<file path="config.mk">
export PLATFORM = sky130hd
export DESIGN_NAME = sterownik_ledow_param
export DESIGN_NICKNAME = d
export VERILOG_FILES = /design/src/rtl/sterownik_ledow_param.sv
export SDC_FILE = /design/constraint.sdc
export NUM_CORES = 1
export LEC_CHECK = 0
export BUFFER_PORTS_ARGS = -buffer_cell sky130_fd_sc_hd__buf_2
export CORE_MARGIN = 2
export CORE_UTILIZATION = 43
export DETAILED_ROUTE_END_ITERATION = 12
export PLACE_DENSITY = 0.62
export SYNTH_ARGS = -nofsm -noshare
export SYNTH_HDL_FRONTEND = slang
export SYNTH_SLANG_ARGS = --single-unit
</file>
<file path="constraint.sdc">
create_clock -name clk -period 4.8 [get_ports clk]
set_input_delay 0.48 -clock clk [delete_from_list [all_inputs] [get_ports clk]]
set_output_delay 0.48 -clock clk [all_outputs]
set_load 0.01 [all_outputs]
</file>
<file path="src/rtl/sterownik_ledow_param.sv">
// sterownik_ledow_param: LED ring rotation indicator driven by a ramped rpm (soft start / brake).
// Optional tail LED (previously passed sector) is enabled by defining LED_OGON_EN.
module sterownik_ledow_param #(
    parameter int N_LED    = 8,
    parameter int RPM_W    = 7,
    parameter int TAKT_W   = 9,
    parameter int SKALA    = 60,
    parameter int RAMP_DIV = 16
) (
    input  logic              clk,
    input  logic              rst_n,
    input  logic [RPM_W-1:0]  rpm,
    input  logic              sygnal_zmiany_rpm,
    input  logic              rozruch,
    input  logic              kierunek,
    input  logic [TAKT_W-1:0] taktowanie_na_stopien,
    output logic [N_LED:1]    LED,
    output logic [1:0]        stan,
    output logic [RPM_W-1:0]  rpm_akt
);
    localparam int DEG_N   = 360 / N_LED;
    localparam int SEC_W   = N_LED > 1 ? $clog2(N_LED) : 1;
    localparam int DEG_W   = DEG_N > 1 ? $clog2(DEG_N) : 1;
    localparam int RD_W    = RAMP_DIV > 1 ? $clog2(RAMP_DIV) : 1;
    localparam int ACC_MAX = SKALA + 2**RPM_W - 1;
    localparam int ACC_W   = $clog2(ACC_MAX + 2**RPM_W + 1);

    typedef enum logic [1:0] {IDLE = 2'b00, ROZRUCH = 2'b01, PRACA = 2'b10, HAMOWANIE = 2'b11} stan_t;

    stan_t             stan_q, stan_d;
    logic [TAKT_W-1:0] cnt_q, cnt_d, t_lim;
    logic [RD_W-1:0]   ramp_q, ramp_d;
    logic [RPM_W-1:0]  rpm_akt_q, rpm_akt_d, rpm_cel_q, rpm_cel_d, goal;
    logic [ACC_W-1:0]  acc_q, acc_d, acc_sum, acc_sub;
    logic [DEG_W-1:0]  deg_q, deg_d;
    logic [SEC_W-1:0]  sec_q, sec_d, sec_inc, sec_dec;
    logic [N_LED:1]    led_q, led_d;
    logic              tick, ramp_tick, deg_step, deg_wrap;

    // Next state: IDLE -> ROZRUCH -> PRACA, any running state brakes via HAMOWANIE back to IDLE
    always_comb begin
        stan_d = stan_q;
        case (stan_q)
            IDLE:      if (rozruch) stan_d = ROZRUCH;
            ROZRUCH:   if (!rozruch) stan_d = HAMOWANIE; else if (rpm_akt_q == rpm_cel_q) stan_d = PRACA;
            PRACA:     if (!rozruch) stan_d = HAMOWANIE;
            HAMOWANIE: if (rozruch) stan_d = ROZRUCH; else if (rpm_akt_q == '0) stan_d = IDLE;
            default:   stan_d = IDLE;
        endcase
    end

    // Prescaler, rpm ramp, angle accumulator, degree/sector counters and LED pattern
    always_comb begin
        t_lim     = (taktowanie_na_stopien == '0) ? TAKT_W'(1) : taktowanie_na_stopien;
        tick      = cnt_q >= t_lim - TAKT_W'(1);
        cnt_d     = tick ? '0 : cnt_q + TAKT_W'(1);
        ramp_tick = tick && (ramp_q == RD_W'(RAMP_DIV - 1));
        ramp_d    = ramp_tick ? '0 : (tick ? ramp_q + RD_W'(1) : ramp_q);
        goal      = (stan_q == ROZRUCH || stan_q == PRACA) ? rpm_cel_q : '0;
        rpm_akt_d = !ramp_tick ? rpm_akt_q :
                    (rpm_akt_q < goal) ? rpm_akt_q + RPM_W'(1) :
                    (rpm_akt_q > goal) ? rpm_akt_q - RPM_W'(1) : rpm_akt_q;
        rpm_cel_d = (sygnal_zmiany_rpm || (stan_q == IDLE && rozruch)) ? rpm : rpm_cel_q;
        // Speed is added once per tick, but one degree is drained per clock, so several
        // degrees per tick are possible; the clamp keeps acc bounded at extreme speeds.
        acc_sum   = acc_q + (tick ? ACC_W'(rpm_akt_q) : '0);
        deg_step  = acc_sum >= ACC_W'(SKALA);
        acc_sub   = deg_step ? acc_sum - ACC_W'(SKALA) : acc_sum;
        acc_d     = (acc_sub > ACC_W'(ACC_MAX)) ? ACC_W'(ACC_MAX) : acc_sub;
        deg_wrap  = deg_step && (deg_q == DEG_W'(DEG_N - 1));
        deg_d     = deg_wrap ? '0 : (deg_step ? deg_q + DEG_W'(1) : deg_q);
        sec_inc   = (sec_q == SEC_W'(N_LED - 1)) ? '0 : sec_q + SEC_W'(1);
        sec_dec   = (sec_q == '0) ? SEC_W'(N_LED - 1) : sec_q - SEC_W'(1);
        sec_d     = deg_wrap ? (kierunek ? sec_inc : sec_dec) : sec_q;
        if (stan_d == IDLE) begin
            acc_d = '0;
            deg_d = '0;
            sec_d = '0;
        end
`ifdef LED_OGON_EN
        led_d = (stan_q == IDLE) ? '0 :
                (N_LED'(1) << sec_q) | (N_LED'(1) << (kierunek ? sec_dec : sec_inc));
`else
        led_d = (stan_q == IDLE) ? '0 : N_LED'(1) << sec_q;
`endif
    end

    // State registers with asynchronous active-low reset
    always_ff @(posedge clk or negedge rst_n) begin
        if (!rst_n) begin
            stan_q    <= IDLE;
            cnt_q     <= '0;
            ramp_q    <= '0;
            rpm_akt_q <= '0;
            rpm_cel_q <= '0;
            acc_q     <= '0;
            deg_q     <= '0;
            sec_q     <= '0;
            led_q     <= '0;
        end else begin
            stan_q    <= stan_d;
            cnt_q     <= cnt_d;
            ramp_q    <= ramp_d;
            rpm_akt_q <= rpm_akt_d;
            rpm_cel_q <= rpm_cel_d;
            acc_q     <= acc_d;
            deg_q     <= deg_d;
            sec_q     <= sec_d;
            led_q     <= led_d;
        end
    end

    assign LED     = led_q;
    assign stan    = stan_q;
    assign rpm_akt = rpm_akt_q;
endmodule

</file>
==> summary.txt <==
H-tree depth = 2
fin area = 0.005345 sq mm
failing checks = setup timing
synth unique cells = 60
global-route usage over all layers = 0.1841
WS Path Type = in2reg
clock period minus worst slack = 4.986 ns
WL/cell = 13.68 um
vias = 3557
register area share after synthesis = 0.3364
Seq pwr share = 0.304
top_reg_cell synth = dfrtp_1
Max VDD drop = 0.2502 mV
post-synthesis simple-gate area fraction = 0.1945
DR iter-0 viols = 101
Post-Syn Instances = 439
mux cell area share after synthesis = 0.04098
synthesis-to-layout area growth = 30.64%
port bufs = 37
Yosys top cell by area = dfrtp_1
core footprint = 0.009240 sq mm
Max Cap Viol = 0
reg2reg start = cnt_q[0]
RSZ-0062 raised after global routing = yes
switching power = 0.9372 mW
most numerous cell in the Yosys netlist = dfrtp_1
Cells after DPL = 664
CTS sink cnt = 55
initial antenna violation count = 0
clk root buf = clkbuf_8
synthesized area per cell = 9.320 sq um
top post-synthesis cells by area = dfrtp_1 (34%), ha_1 (14%), xnor2_1 (5.1%)
vias in the first global route = 3440
Final Hold Fails = 0
Async S/R FF share, synth = 1.000
Clock Skew = 0.01178 ns
Initial Utilization = 0.4428
adder-cell share of the synthesized area = 0.1505
Worst Tran Pin Value = 0.7184 ns
Compound-Gate Fraction of Synth Area = 0.1618
RePlAce Congestion = 0.8584
DP HPWL = 7.081 mm
cts bufs inserted = 5
fraction of layout cells with a size suffix above 1 = 0.3370
I/O pins = 38
status = complete, but fails checks
Fmax achieved = 200.6 MHz
Yosys warnings = 0
period utilization = 1.039
combinational share of power = 0.578
Clock Latency Late Sink = 0.31 ns
xor/xnor share of the synthesized area = 0.07920
max-slew violations = 0
clock slew at reported path FFs = 0.11 ns
worst setup margin = -0.1859 ns
Placement Setup Slack = -0.6650 ns
Total Wirelength = 9.313 mm
largest net degree at the start of global routing = 56
WP data required = 5.01 ns
gr ovfl total = 0
antenna cells = 0
Post-route DRC = 0
syn_nets = 508
nature of the critical path startpoint = input pin
die width = 101.5 um
cell area after placement = 0.005037 sq mm
P_int = 1.324 mW
CP Max Fanout = 4
deepest clock path buffer count = 2
Post-Syn Area = 0.004091 sq mm
Die Span Y = 101.5 um
share of the synthesized area in the top cell type = 0.3364
Hold Buf Count CTS = 0
Core Rows = 35
switching share of power = 0.4145
Yosys reg bits = 55
DR vias/cell = 5.223
Die Area = 0.01031 sq mm
number of enable flip-flop cells after synthesis = 0
Commonest cells post-synth = dfrtp_1 (55), ha_1 (46), nor2_1 (36)
min-delay worst type = in2async
main combinational cell family by area after synthesis = simple AND/OR/NAND/NOR gates
Final setup viols = 4
Leak = 2.577 nW
clock group share of total power = 0.118
Antenna Nets Post-Route = 0
Max-slew headroom = 0.5211
NumNets Final = 620
first-pass GRT wire length = 15.50 mm
crit end category = flop
Post-Layout Cell Count = 681
drt pass-1 iters = 4
crit path launch = taktowanie_na_stopien[7]
WP data arrival = 5.19 ns
CTS tree = built
PD cells = 423.0 mW/mm^2
-- logic make-up after synthesis --
logic type / Yosys count
adders and majority gates: 48
buffers and inverters: 36
muxes: 15
DFF: 55
other: 1
AOI/OAI and AO/OA: 95
xor gates and xnor gates: 37
and+or+nand+nor: 152
-- per-stage QoR --
| stage | power (mW) | utilization | hold WS [ns] | TNS [ns] |
|---|---|---|---|---|
| global placement | 1.887 | 0.5452 | 0.4965 | -5.493 |
| floorplan | 1.517 | - | 0.1844 | -3.198 |
| CTS | 2.238 | 0.5676 | 0.3292 | -0.3858 |
| detailed placement | 1.918 | 0.5452 | 0.5034 | -7.206 |
| global route | 2.465 | 0.5785 | 0.3605 | -4.010 |
| finish | 2.261 | 0.5785 | 0.2907 | -0.4823 |
-- per-layer routing --
layer | share of wire | track usage | vias up
met1 | 0.46 | 0.2375 | 1727
met4 | 0.0027 | 0.02599 | 0
met3 | 0.023 | 0.02484 | 2
li1 | - | - | 1792
met5 | 0 | 0 | -
met2 | 0.52 | 0.3350 | 36
-- final timing paths --
| check | end | slack, ns | cells past startpoint |
|---|---|---|---|
| max | acc_q[2] | -0.19 | 26 |
| min | acc_q[8] | 0.29 | 2 |
| max reg2reg | acc_q[2] | 0.41 | 20 |
| min reg2reg | ramp_q[2] | 0.52 | 1 |
| max in group asynchronous | LED[3] | 4.01 | 2 |
| min in group clk | rpm_cel_q[4] | 0.39 | 2 |
-- critical path: stages --
cell      delay (ns)
buf_8           0.10
nor4_4          0.27
a31o_2          0.21
inv_2           0.06
ha_4            0.17
nand2_4         0.07
nor3_4          0.04
xnor2_1         0.12
ha_1            0.27
o21a_1          0.13
o21ai_2         0.08
buf_4           0.14
o41ai_4         0.40
and2_4          0.22
ha_4            0.20
a211oi_4        0.28
o21ai_2         0.12
nand2b_4        0.10
inv_4           0.04
ha_4            0.14
and3_4          0.16
a211o_1         0.25
o21a_1          0.12
or4_1           0.46
a221o_1         0.37
and4b_1         0.19
-- cell type report --
| cell class | instances | area, sq um |
|---|---|---|
| fillers | 818 | 3895 |
| multi-input cells | 348 | 2825 |
| flip-flops and latches | 55 | 1376 |
| repair buffers | 115 | 790.8 |
| well taps | 129 | 161.4 |
| inverters | 26 | 100.1 |
| clock buffers | 5 | 68.82 |
| clock inverters | 3 | 22.52 |
-- what timing repair did --
item,4_1_cts,5_1_grt
setup buffers,7,2
cloned,0,0
pin swaps,14,4
endpoints found under the hold margin,0,0
setup endpoints to repair,14,17
resized for setup,16,18
-- power groups by stage --
stage	clock network, mW	registers [mW]	logic, mW
2_1_floorplan	0	0.677	0.840
3_3_place_gp	0	0.690	1.20
3_5_place_dp	0	0.694	1.22
4_1_cts	0.278	0.685	1.28
5_1_grt	0.295	0.705	1.46
6_report	0.266	0.687	1.31
-- sequential cells by signal (all words and copies together), names as in the netlist, 3 cells and up --
| register | flops |
|---|---|
| cnt_q | 9 |
| acc_q | 9 |
| rpm_akt | 7 |
| ramp_q | 4 |
| sec_q | 3 |
| rpm_cel_q | 7 |
| LED | 8 |
| deg_q | 6 |
-- placed cells by master (no fill, tap or decap), types with 4 or more instances in the layout --
master    count
buf_4        77
dfrtp_1      55
ha_1         39
buf_2        35
nor2_1       32
nand2_1      28
a21oi_1      24
inv_1        23
xnor2_1      23
mux2_2       14
xor2_1       13
nand3_1      13
a31oi_1      10
nand2b_1      8
a21o_1        8
nor3_1        8
o21ai_0       8
nor3b_1       7
ha_4          7
and2_1        6
and2_4        5
nand4_1       5
o21ai_1       5
nor2b_1       5
or3_1         5
clkbuf_8      5
nor2_2        4
nor3_2        4
No activity file was read; power rests on OpenSTA's default activity.
